`src/rtl/operand_entry.sv`:
```
// Two-operand entry: synchronized switches latched by debounced k_1/k_2 presses.
// Optional macro OPERAND_ENTRY_KEY_CLEAR_EN: a press while both keys are held clears the entry.

module operand_entry_deb #(
  parameter int DEB_CYCLES = 50000
) (
  input  logic clk,
  input  logic rst,
  input  logic din,
  output logic level,
  output logic press
);
  localparam int CW = (DEB_CYCLES > 1) ? $clog2(DEB_CYCLES) : 1;

  logic [CW-1:0] cnt;
  logic          level_q;

  always_ff @(posedge clk or posedge rst) begin
    if (rst) begin
      cnt     <= '0;
      level   <= 1'b0;
      level_q <= 1'b0;
      press   <= 1'b0;
    end else begin
      if (din != level) begin
        if (cnt == CW'(DEB_CYCLES - 1)) begin
          level <= din;
          cnt   <= '0;
        end else begin
          cnt <= cnt + 1'b1;
        end
      end else begin
        cnt <= '0;
      end
      level_q <= level;
      // Registered rising edge; this stage sets the N+3+DEB_CYCLES load latency.
      press   <= level & ~level_q;
    end
  end
endmodule

module operand_entry #(
  parameter int DEB_CYCLES = 50000
) (
  input  logic       clk,
  input  logic       rst,
  input  logic       bit0,
  input  logic       bit1,
  input  logic       bit2,
  input  logic       bit3,
  input  logic       k_1,
  input  logic       k_2,
  output logic [3:0] reg_1,
  output logic [3:0] reg_2,
  output logic       have_1,
  output logic       ready,
  output logic       load_done
);
  typedef enum logic [1:0] {EMPTY, HAVE1, FULL} state_t;

  state_t     state;
  logic [5:0] sync1, sync2;
  logic [3:0] sw;
  logic [1:0] lvl, prs;
  logic       clr;

  always_ff @(posedge clk or posedge rst) begin
    if (rst) begin
      sync1 <= '0;
      sync2 <= '0;
    end else begin
      sync1 <= {k_2, k_1, bit3, bit2, bit1, bit0};
      sync2 <= sync1;
    end
  end

  assign sw = sync2[3:0];

  for (genvar g = 0; g < 2; g++) begin : g_key
    operand_entry_deb #(.DEB_CYCLES(DEB_CYCLES)) u_deb (
      .clk   (clk),
      .rst   (rst),
      .din   (sync2[4+g]),
      .level (lvl[g]),
      .press (prs[g])
    );
  end

`ifdef OPERAND_ENTRY_KEY_CLEAR_EN
  assign clr = (|prs) & (&lvl);
`else
  logic unused_lvl;
  assign unused_lvl = ^lvl;
  assign clr = 1'b0;
`endif

  always_ff @(posedge clk or posedge rst) begin
    if (rst) begin
      state     <= EMPTY;
      reg_1     <= '0;
      reg_2     <= '0;
      have_1    <= 1'b0;
      ready     <= 1'b0;
      load_done <= 1'b0;
    end else begin
      load_done <= 1'b0;
      if (clr) begin
        state  <= EMPTY;
        reg_1  <= '0;
        reg_2  <= '0;
        have_1 <= 1'b0;
        ready  <= 1'b0;
      end else if (prs[0]) begin
        // k_1 wins a tie; from FULL it restarts the entry.
        reg_1  <= sw;
        if (state == FULL) reg_2 <= '0;
        state  <= HAVE1;
        have_1 <= 1'b1;
        ready  <= 1'b0;
      end else if (prs[1] && state != EMPTY) begin
        reg_2     <= sw;
        load_done <= 1'b1;
        state     <= FULL;
        have_1    <= 1'b1;
        ready     <= 1'b1;
      end
    end
  end
endmodule

```
`config.mk`:
```
export PLATFORM = sky130hd
export DESIGN_NAME = operand_entry
export DESIGN_NICKNAME = d
export VERILOG_FILES = /design/src/rtl/operand_entry.sv
export SDC_FILE = /design/constraint.sdc
export NUM_CORES = 1
export LEC_CHECK = 0
export ABC_AREA = 1
export CELL_PAD_IN_SITES_DETAIL_PLACEMENT = 1
export CELL_PAD_IN_SITES_GLOBAL_PLACEMENT = 1
export CORE_MARGIN = 3
export CORE_UTILIZATION = 43
export DETAILED_ROUTE_END_ITERATION = 8
export DONT_BUFFER_PORTS = 1
export GPL_TIMING_DRIVEN = 0
export PLACE_DENSITY_LB_ADDON = 0.3
export SLEW_MARGIN = 20
export SYNTH_ARGS = -nofsm -noshare
export SYNTH_HDL_FRONTEND = slang
export SYNTH_SLANG_ARGS = --single-unit
```
`constraint.sdc`:
```
create_clock -name clk -period 1.6 [get_ports clk]
set_input_delay 0.16 -clock clk [delete_from_list [all_inputs] [get_ports clk]]
set_output_delay 0.16 -clock clk [all_outputs]
set_load 0.01 [all_outputs]
```
-- Word-level counts from Yosys, hierarchy flattened
Cells that the tools add are included.
Widths: inputs -> output; s select.
- bits in registers: 63
- bits in latches: 0
- bits in writable memories: 0
- memory bits (read-only): 0
- input port bits: 8
- word-level logic and storage cells: 48
- memories kept: 0
- $add $sub $neg: 2
- $mul: 0
- div/mod/pow operators: 0
- order comparisons: 0
- eq/ne operators: 6
- shift operators: 0
- muxes and demuxes: 14
- bitwise gates (word level): 4
- reductions and logical operators: 6
- operators with widths (kind ; count):
    $mux 16 ; 4
    $add 16x1->16 const B ; 2
    $eq 16x16->1 const B ; 2
    $mux 4 ; 3
    $reduce_and 2->1 ; 3
    $mux 1 ; 5
    $mux 2 ; 2
    $reduce_bool 2->1 ; 2
    $and 1x1->1 ; 2
    $eq 2x2->1 const B ; 1
    $ne 1x1->1 ; 2
    $ne 2x2->1 const B ; 1
    $not 1->1 ; 2
    $logic_and 1x1->1 ; 1

-- Logic depth before layout (Yosys ltp)
Gate-level depths: netlist (run 1).
- word-level depth: 4
- depth in mapped cells: 7
- gate-level depth less buffers: 7

-- Cells and area by module
A second synthesis (run 1) with hierarchy kept.
- cell total of the unflattened synthesis: 323
- area total of the unflattened synthesis: 2832.7 µm²
- modules (own cells, without submodules) (module ; instances ; cells an instance ; area an instance (µm²)):
    operand_entry_deb ; 2 ; 131 ; 1028.5
    operand_entry ; 1 ; 61 ; 775.7

-- Worst setup path before layout (run 1)
No wires, ideal clock.
- kind: register to register
- from: register g_key[0].u_deb.cnt[0]
- to: register g_key[0].u_deb.cnt[8]
- arrival: 1.092 ns
- required time: 1.481 ns
- setup slack: 0.389 ns
- stages on the path, launching flop included: 7
- path buffers: 0
- clock period less this slack: 1.211 ns
- path through: dfrtp_1 > ha_1 > nand3_2 > nor3_2 > nand2_1 > nand2_2 > nor2_1
- cells in the longest elaborated chain, start to end: 3
- elaborated cells between the ends (all ways): 4
- those cells by class: add/sub (1); eq/ne (1); mux (2)
- RTL lines (what ; line ; text):
    start: declaration ; 15 ; logic [CW-1:0] cnt;
    start signal: assignment ; 30 ; cnt <= cnt + 1'b1;
    $add 16x1->16 or $eq 16x16->1 (tied branches) ; 30, 26 ;
    $mux 16 * ; 26 ; if (cnt == CW'(DEB_CYCLES - 1)) begin
    $mux 16 * ; 25 ; if (din != level) begin
Every way passes the cells marked *; elsewhere a longest branch is shown, timed or not.
A chain may end at the register's enable or synchronous reset.

-- Worst setup path after layout (run 1)
- from: register g_key[0].u_deb.cnt[0]
- to: register g_key[0].u_deb.cnt[3]
Same word-level chain as after synthesis.

==> results of run 1 <==
-- registers in the layout (all words and copies together), names as in the netlist, 2 cells and up --
signal and flops:
g_key.u_deb.cnt 32, sync1 6, sync2 6, reg_1 4, reg_2 4, g_key.u_deb.level 2, g_key.u_deb.level_q 2, g_key.u_deb.press 2
-- per-stage QoR --
stage,setup slack [ns],instances,area [sq um]
final,0.1439,428,3238
after global placement,0.1434,403,2905
after global routing,0.02477,428,3238
after floorplan,0.3895,328,2811
after CTS,0.09623,428,3228
after detailed placement,0.1121,405,2953
-- final timing paths --
check | endpoint | slack [ns] | depth (start not counted)
max in group asynchronous | g_key[0].u_deb.level | 0.69 | 4
worst max register to register | g_key[0].u_deb.cnt[3] | 0.14 | 6
min in group clk | sync2[0] | 0.35 | 0
worst min register to register | sync2[0] | 0.35 | 0
worst max-delay path | g_key[0].u_deb.cnt[3] | 0.14 | 6
worst min-delay path | reg_2[1] | 0.26 | 2
-- timing repair --
action / CTS / global route
hold endpoints to repair: 47 / 0
hold buffers: 7 / 0
setup endpoints to repair: 0 / 3
gates resized for setup: 0 / 2
-- cell families after synthesis --
family,after synthesis
xor+xnor,9
compound gates,24
buf+inv,42
fa+ha+maj,2
simple gates,189
flops,62
-- report_power, final --
group          internal [uW]  leakage (uW)  switching [uW]  total [uW]
Combinational           42.0      0.000634            71.5         114
Sequential              1590      0.000834            20.4        1610
Clock                    737      0.000100             694        1430
-- routing by layer --
layer / wire, microns / vias to the layer above / GRT usage, % / part of all wire [%]
li1: - / 1060 / - / -
met1: 2875 / 1094 / 22.15 / 43
met2: 3524 / 25 / 36.02 / 53
met3: 202 / 9 / 7.414 / 3.0
met4: 76 / 0 / 7.224 / 1.1
met5: 0 / - / 0 / 0
-- placed cells by master, fill, tap and decap left out, types with 3 or more instances in the layout --
cell                             n
sky130_fd_sc_hd__o21ai_0        11
sky130_fd_sc_hd__inv_1          38
sky130_fd_sc_hd__nand2_2         6
sky130_fd_sc_hd__a21oi_1         6
sky130_fd_sc_hd__xor2_1          4
sky130_fd_sc_hd__nand3_1        21
sky130_fd_sc_hd__xnor2_1         3
sky130_fd_sc_hd__clkinv_4        3
sky130_fd_sc_hd__nand2_1        73
sky130_fd_sc_hd__nor2_2          5
sky130_fd_sc_hd__o21bai_1        3
sky130_fd_sc_hd__dlygate4sd3_1   7
sky130_fd_sc_hd__nor3b_2         3
sky130_fd_sc_hd__dfrtp_1        62
sky130_fd_sc_hd__clkbuf_8        9
sky130_fd_sc_hd__nand4_1         7
sky130_fd_sc_hd__nor2_1         66
-- final cells by class --
type / instances / share of cell area (%)
clock inverter: 7 / 2.512
sequential: 62 / 47.91
clock buffer: 9 / 3.825
timing repair buffer: 9 / 3.632
multi-input combinational: 224 / 34.23
tap: 75 / 2.898
inverter: 42 / 4.985
-- critical path, cell delays in order (launching register included) --
cell and delay [ns]:
sky130_fd_sc_hd__dfrtp_1 0.39, sky130_fd_sc_hd__ha_1 0.22, sky130_fd_sc_hd__nand3_2 0.16, sky130_fd_sc_hd__nor3_2 0.14, sky130_fd_sc_hd__nand2_1 0.21, sky130_fd_sc_hd__nand2_4 0.17
sky130_fd_sc_hd__nor2_1 0.05
==> impl_metrics.csv, run 1 <==
group,metric,value,unit
grt,grt_pass1_wl,11540,microns
route,via_count,2188,
yosys,yosys.area_share.adder,0.8913,%
pwr,cellLeakagePower,0.001568,uW
sta,tightestPinTransition,0.4323,ns
route,detail_route.wirelength,6678,microns
clock_tree,insertion_delay,0.35,ns
sta,timing.final.crit_period,1.456,ns
die,fp.dieH,86.81,microns
critical_path,critPathMaxFanout,7,
placement,portBuffers,0,
yosys,muxShareOfSynthArea,0,%
grt,grt_max_degree,29,
route,postRouteAntennaNets,0,
sta,timing.hold.ws,0.2621,ns
yosys,synth-main-ff-cell,"sky130_fd_sc_hd__dfrtp_1",
pwr,post-layout-total-power,3157,uW
yosys,ys_top_cells_by_area,"sky130_fd_sc_hd__dfrtp_1 (55%), sky130_fd_sc_hd__nand2_1 (9.8%), sky130_fd_sc_hd__nor2_1 (8.8%)",
die,floorplan.core_area,0.006131,sq mm
route,detail_route.first_pass.iterations,4,
die,boundaryPins,19,
sta,total_setup_violations_reported_at_the_end_of_the_flow,0,
yosys,ys_warn_count,0,
clock_tree,clk_root_buffer_cell,"sky130_fd_sc_hd__clkbuf_8",
sta,max_freq,686.8,MHz
yosys,synth_area,0.002808,sq mm
layout,multiInputGateArea,0.001109,sq mm
sta,finalMaxSlewViolations,0,
sta,slew-limit-headroom,71.16,%
layout,antenna-diode-count,0,
route,remaining_drc_errors,0,
pwr,cellPowerDensity,975.1,mW/mm^2
outcome,status,"completed",
yosys,synthSimpleGateAreaFrac,30.17,%
route,drt_iter0_markers,76,
die,die_area,0.007535,sq mm
clock_tree,tritoncts,"yes",
yosys,post-synth-top-count-cell,"sky130_fd_sc_hd__nand2_1",
yosys,synthDistinctLibCells,26,
critical_path,timing_worst_setup_path_type,"reg2reg",
layout,nets,358,
clock_tree,cts_buffers,9,
grt,globalRoute.totalOverflow,0,
layout,fill_cells,728,
sta,tns,0,ns
critical_path,worstSetupStartpointType,"flop",
placement,routabilityCongestion,0.7963,
clock_tree,clk_transition_reported_paths,0.08,ns
layout,register_area,0.001551,sq mm
route,vias_per_cell,5.112,
sta,fin_skew,0.01451,ns
sta,final_hold_viol_count,0,
yosys,synth_fp_nets,338,
yosys,synth_xor_area_share,3.342,%
clock_tree,clock_path_buffers,2,
layout,layout-area-overhead-vs-synth,15.33,%
placement,place_hpwl,4487,microns
die,placementRows,28,
sta,period_share,91.01,%
critical_path,r2r_start,"g_key[0].u_deb.cnt[0]",
critical_path,required,1.83,ns
yosys,yosys-top-cells-count,"sky130_fd_sc_hd__nand2_1 (73), sky130_fd_sc_hd__nor2_1 (66), sky130_fd_sc_hd__dfrtp_1 (62), sky130_fd_sc_hd__inv_1 (39), sky130_fd_sc_hd__nand3_1 (21)",
yosys,synthesis.area_per_instance,8.560,sq um
yosys,synth-compound-area-share,4.724,%
die,start_util,45.80,%
run,drv.max_cap_violation_count,0,
yosys,synth_seq_area_share,55.26,%
clock_tree,post_cts.repair.setup_buffers,0,
yosys,largest_family_of_logic_cells_by_synthesized_area,"simple AND/OR/NAND/NOR gates",
pwr,ir_worst_vdd,0.5095,mV
die,dieWidth,86.81,microns
critical_path,critPathArrivalTime,1.69,ns
clock_tree,numClockSinks,62,
yosys,synth_seq_cells,62,
grt,globalRouteTotalUtil,20.32,%
yosys,synth.top_cell.area_share,55.26,%
yosys,yosys.area.top_type,"sky130_fd_sc_hd__dfrtp_1",
grt,grt_antenna_before_repair,0,
route,routedWlPerCell,15.60,microns
critical_path,timing.critical_path.from,"g_key[0].u_deb.cnt[0]",
sta,rsz_0062_raised_after_global_routing,"no",
clock_tree,htree_num_levels,3,
min_path,holdCritPathClass,"in2async",
yosys,syn_inst,328,
grt,number_of_global_route_vias_before_repair,2449,
critical_path,cp-end-kind,"flop",
yosys,synth-async-reset-ratio,100.0,%
layout,post_route_cells_drive_above_1_share,12.46,%
yosys,synth_enable_flop_cells,0,
layout,final_util,52.82,%
No activity file was read; power rests on OpenSTA's default activity.
==> run 2: changes to the inputs <==
Settings changed: SLEW_MARGIN 20 to not set.
==> impl_metrics.csv, run 2 (synthesis results as in run 1) <==
group,metric,value,unit
outcome,status,"completed",
min_path,holdCritPathClass,"reg2reg",
critical_path,critPathMaxFanout,7,
critical_path,critPathTopFamily,"simple AND/OR/NAND/NOR gates",
pwr,ir_worst_vdd,0.8434,mV
pwr,comb_power_share,3.5,%
route,remaining_drc_errors,0,
route,routedWlPerCell,14.78,microns
pwr,power_switching,770.7,uW
route,via_count,2158,
critical_path,cp_cell_sequence,"ha_2 > nand3_1 > nor3_2 > nand2_2 > nand2_4 > nor2_1",
pwr,cellLeakagePower,0.001544,uW
sta,finalMaxSlewViolations,0,
sta,final_hold_viol_count,0,
placement,routabilityCongestion,0.7963,
critical_path,cp_slowest_cell,"sky130_fd_sc_hd__dfrtp_1",
sta,period_share,92.14,%
sta,tns,0,ns
die,die_area,0.007535,sq mm
critical_path,required,1.83,ns
route,detail_route.first_pass.iterations,4,
route,postRouteAntennaNets,0,
pwr,internal_power,2211,uW
grt,grt_max_degree,63,
sta,timing.final.crit_period,1.474,ns
layout,layout-area-overhead-vs-synth,13.55,%
pwr,cellPowerDensity,935.3,mW/mm^2
clock_tree,clock_path_buffers,2,
layout,most_frequent_standard_cell_in_the_layout_excluding_fill_and_tap_cells,"sky130_fd_sc_hd__nand2_1",
pwr,flop_pwr_share,54.1,%
clock_tree,numClockSinks,62,
clock_tree,tritoncts,"yes",
grt,grt_pass1_wl,11180,microns
layout,max_flop_register,"g_key.u_deb.cnt",
critical_path,critPathArrivalTime,1.71,ns
pwr,clock_share_of_power,42.4,%
sta,max_freq,678.3,MHz
critical_path,cp-end-kind,"flop",
layout,design_area,0.003188,sq mm
die,dieWidth,86.81,microns
pwr,switch_share,25.84,%
placement,place_hpwl,4372,microns
clock_tree,clk_transition_reported_paths,0.08,ns
clock_tree,insertion_delay,0.35,ns
sta,total_setup_violations_reported_at_the_end_of_the_flow,0,
layout,post_route_cells_drive_above_1_share,12.50,%
layout,largest_register_ff_count,32,
die,floorplan.core_area,0.006131,sq mm
clock_tree,htree_num_levels,3,
route,detail_route.wirelength,6310,microns
layout,layout.cells.most_common_list,"sky130_fd_sc_hd__nand2_1 (73), sky130_fd_sc_hd__nor2_1 (66), sky130_fd_sc_hd__dfrtp_1 (62), sky130_fd_sc_hd__inv_1 (38), sky130_fd_sc_hd__nand3_1 (21)",
pwr,post-layout-total-power,2982,uW
critical_path,bufs_and_invs_on_worst_path,0,
die,placementRows,28,
die,boundaryPins,19,
critical_path,worstSetupStartpointType,"flop",
grt,globalRouteTotalUtil,19.42,%
die,fp.dieH,86.81,microns
layout,nets,357,
critical_path,timing_worst_setup_path_type,"reg2reg",
layout,antenna-diode-count,0,
sta,fin_skew,0.01042,ns
placement,dpl-instance-area,0.002905,sq mm
die,start_util,45.80,%
grt,globalRoute.totalOverflow,0,
layout,reg.largest.list,"g_key.u_deb.cnt (32), sync1 (6), sync2 (6)",
sta,slew-limit-headroom,62.72,%
grt,grt_antenna_before_repair,0,
run,drv.max_cap_violation_count,0,
grt,number_of_global_route_vias_before_repair,2365,
clock_tree,clk_root_buffer_cell,"sky130_fd_sc_hd__clkbuf_8",
route,vias_per_cell,5.054,
clock_tree,cts_buffers,9,
placement,portBuffers,0,
route,drt_iter0_markers,130,
critical_path,cpPeakStageDelay,0.41,ns
sta,tightestPinTransition,0.5579,ns
clock_tree,post_cts.repair.setup_buffers,0,
-- run 2: area by class of cell --
type	count	area [sq um]
clock buffer	9	123.9
clock inverter	7	56.30
fill	740	2943
inverter	42	161.4
multi-input combinational	224	1111
sequential	62	1551
tap	75	93.84
timing repair buffer	8	90.09
-- run 2: final timing paths --
kind	from	cells past startpoint	endpoint	slack, ns
max	g_key[1].u_deb.cnt[0]	6	g_key[1].u_deb.cnt[8]	0.13
min	sync1[0]	0	sync2[0]	0.34
min in group asynchronous	rst	2	reg_1[3]	0.35
min reg2reg	sync1[0]	0	sync2[0]	0.34
max in group asynchronous	rst	3	g_key[0].u_deb.cnt[0]	0.68
max reg2reg	g_key[1].u_deb.cnt[0]	6	g_key[1].u_deb.cnt[8]	0.13
-- run 2: per-layer routing --
metal	vias up	share of wire (%)	GRT usage, %
met1	1063	43	22.63
met3	6	3.5	6.084
met5	-	0	0
li1	1059	-	-
met4	0	0.84	6.374
met2	30	53	33.75
-- run 2: worst reg2reg max path: stages (launching register included) --
cell	delay [ns]
sky130_fd_sc_hd__dfrtp_1	0.41
sky130_fd_sc_hd__ha_2	0.23
sky130_fd_sc_hd__nand3_1	0.16
sky130_fd_sc_hd__nor3_2	0.21
sky130_fd_sc_hd__nand2_2	0.15
sky130_fd_sc_hd__nand2_4	0.14
sky130_fd_sc_hd__nor2_1	0.07
-- run 2: power groups by stage --
stage                     logic (uW)  registers [uW]  clock network [uW]
after global placement          81.5            1640                   0
after floorplan                 62.8            1640                   0
after CTS                       96.2            1610                1300
after detailed placement        83.8            1640                   0
final                            104            1610                1260
after global routing             121            1620                1400
-- run 2: through the flow --
step	setup WS [ns]	hold WS [ns]	utilization (%)	instances
after floorplan	0.3895	0.1914	-	328
after global placement	0.1434	0.1915	47.39	403
after detailed placement	0.1036	0.1915	47.39	403
after CTS	0.08817	0.04850	51.31	425
after global routing	-0.005815	0.3565	52.00	427
final	0.1257	0.3446	52.00	427
-- run 2: what timing repair did --
action,in CTS,in global routing
gates resized for setup,0,3
endpoints found under the setup margin,0,10
hold endpoints to repair,6,25
hold buffers,6,1
==> run 3: changes to the inputs <==
Clock period 1.6 ns to 1.3 ns, I/O delays scaled along.
==> impl_metrics.csv, run 3 (synthesis results as in run 1) <==
group,metric,value,unit
die,fp.dieH,86.81,microns
grt,grt_pass1_wl,11920,microns
pwr,ir_worst_vdd,0.6809,mV
clock_tree,numClockSinks,62,
sta,finalMaxSlewViolations,0,
clock_tree,insertion_delay,0.35,ns
min_path,holdCritPathClass,"in2async",
sta,timing.final.crit_period,1.407,ns
sta,total_setup_violations_reported_at_the_end_of_the_flow,22,
grt,grt_antenna_before_repair,0,
critical_path,worstReg2RegEnd,"g_key[1].u_deb.cnt[3]",
pwr,cellLeakagePower,0.001762,uW
critical_path,worstSetupStartpointType,"flop",
sta,tns,-1.023,ns
route,detail_route.wirelength,8061,microns
placement,place_hpwl,4372,microns
route,remaining_drc_errors,0,
route,via_count,2350,
clock_tree,htree_num_levels,3,
sta,slew-limit-headroom,62.88,%
sta,setup_ws,-0.1071,ns
sta,fin_skew,0.01289,ns
die,start_util,45.80,%
grt,globalRoute.totalOverflow,0,
critical_path,critPathTopFamily,"simple AND/OR/NAND/NOR gates",
clock_tree,clk_transition_reported_paths,0.08,ns
route,vias_per_cell,5.234,
layout,layout.cells.most_common_list,"sky130_fd_sc_hd__nand2_1 (64), sky130_fd_sc_hd__dfrtp_1 (51), sky130_fd_sc_hd__nor2_1 (45), sky130_fd_sc_hd__inv_1 (36), sky130_fd_sc_hd__buf_4 (18)",
clock_tree,clk_root_buffer_cell,"sky130_fd_sc_hd__clkbuf_8",
critical_path,critPathArrivalTime,1.64,ns
critical_path,critical_path_cell_count,6,
placement,routabilityCongestion,0.7963,
layout,antenna-diode-count,0,
sta,period_share,108.2,%
critical_path,timing.critical_path.from,"g_key[1].u_deb.cnt[0]",
outcome,status,"complete, but fails checks",
layout,most_frequent_standard_cell_in_the_layout_excluding_fill_and_tap_cells,"sky130_fd_sc_hd__nand2_1",
layout,nets,379,
die,die_area,0.007535,sq mm
run,drv.max_cap_violation_count,0,
sta,rsz_0062_raised_after_global_routing,"yes",
layout,post_route_cells_drive_above_1_share,32.35,%
critical_path,cp-end-kind,"flop",
die,dieWidth,86.81,microns
layout,fill_cells,681,
layout,layout-area-overhead-vs-synth,31.91,%
clock_tree,clock_path_buffers,2,
critical_path,critical_path_sink,"g_key[1].u_deb.cnt[3]",
critical_path,cp_slowest_cell,"sky130_fd_sc_hd__dfrtp_2",
placement,portBuffers,0,
critical_path,critPathMaxFanout,7,
layout,final_util,60.41,%
critical_path,reg2reg_depth,6,
critical_path,required,1.53,ns
sta,tightestPinTransition,0.5556,ns
sta,final_hold_viol_count,0,
grt,grt_max_degree,63,
die,placementRows,28,
die,boundaryPins,19,
route,drt_iter0_markers,69,
route,postRouteAntennaNets,0,
layout,max_flop_register,"g_key.u_deb.cnt",
layout,largest_register_ff_count,32,
die,floorplan.core_area,0.006131,sq mm
layout,reg.largest.list,"g_key.u_deb.cnt (32), sync1 (6), sync2 (6)",
route,routedWlPerCell,17.95,microns
clock_tree,tritoncts,"yes",
critical_path,reg2reg_setup_slack,-0.11,ns
pwr,cellPowerDensity,1034,mW/mm^2
critical_path,r2r_start,"g_key[1].u_deb.cnt[0]",
clock_tree,cts_buffers,9,
critical_path,bufs_and_invs_on_worst_path,0,
route,detail_route.first_pass.iterations,4,
critical_path,cp_cell_sequence,"ha_4 > nand3_4 > nor3_4 > nand2_4 > nand2_8 > nor2_1",
critical_path,timing_worst_setup_path_type,"reg2reg",
outcome,failed_checks,"setup timing",
critical_path,cpPeakStageDelay,0.41,ns
grt,globalRouteTotalUtil,20.70,%
sta,max_freq,710.7,MHz
grt,number_of_global_route_vias_before_repair,2449,
==> run 3: final cells by class <==
cell class,instances,area [sq um],share of cell area [%]
Clock buffer,9,123.9,3.345
Inverter,42,165.2,4.459
Sequential cell,62,1565,42.26
Multi-Input combinational cell,224,1420,38.34
Timing Repair Buffer,30,279.0,7.534
Tap cell,75,93.84,2.534
Clock inverter,7,56.30,1.520
==> run 3: repair_timing <==
item | in CTS | in global routing
endpoints found under the hold margin | 6 | 25
pin swaps | 8 | 17
endpoints found under the setup margin | 24 | 37
resized for setup | 15 | 77
hold buffers | 6 | 1
setup buffers | 9 | 14
cloned | 0 | 0
==> run 3: power breakdown <==
group / internal (uW) / switching, uW / total [uW]
clock network: 717 / 876 / 1590
logic: 99.6 / 130 / 230
registers: 1960 / 41.2 / 2000
total: 2780 / 1050 / 3830
==> run 3: worst min-delay path by stage <==
stage,start,end,depth (start not counted)
after CTS,rst,reg_1[3],1
after global placement,k_1,sync1[4],0
after floorplan,bit0,sync1[0],0
final,rst,reg_1[3],2
after global routing,bit2,sync1[2],1
after detailed placement,bit0,sync1[0],0
==> run 3: routing by layer <==
metal | vias up | track usage [%] | wire length, microns
li1 | 1111 | - | -
met1 | 1187 | 23.85 | 3305
met2 | 35 | 36.30 | 4364
met3 | 17 | 6.179 | 209
met4 | 0 | 7.224 | 182
met5 | - | 0 | 0
==> run 3: through the flow <==
step                      hold slack, ns  cells  setup slack [ns]  area (sq um)  total power (uW)
final                             0.3089    449           -0.1071          3704              3828
after global routing              0.3285    449           -0.1474          3704              3987
after CTS                        0.01850    434          -0.04254          3289              3750
after detailed placement          0.1615    403           -0.1964          2905              2127
after global placement            0.1615    403           -0.1566          2905              2122
after floorplan                   0.1614    328           0.08949          2811              2095
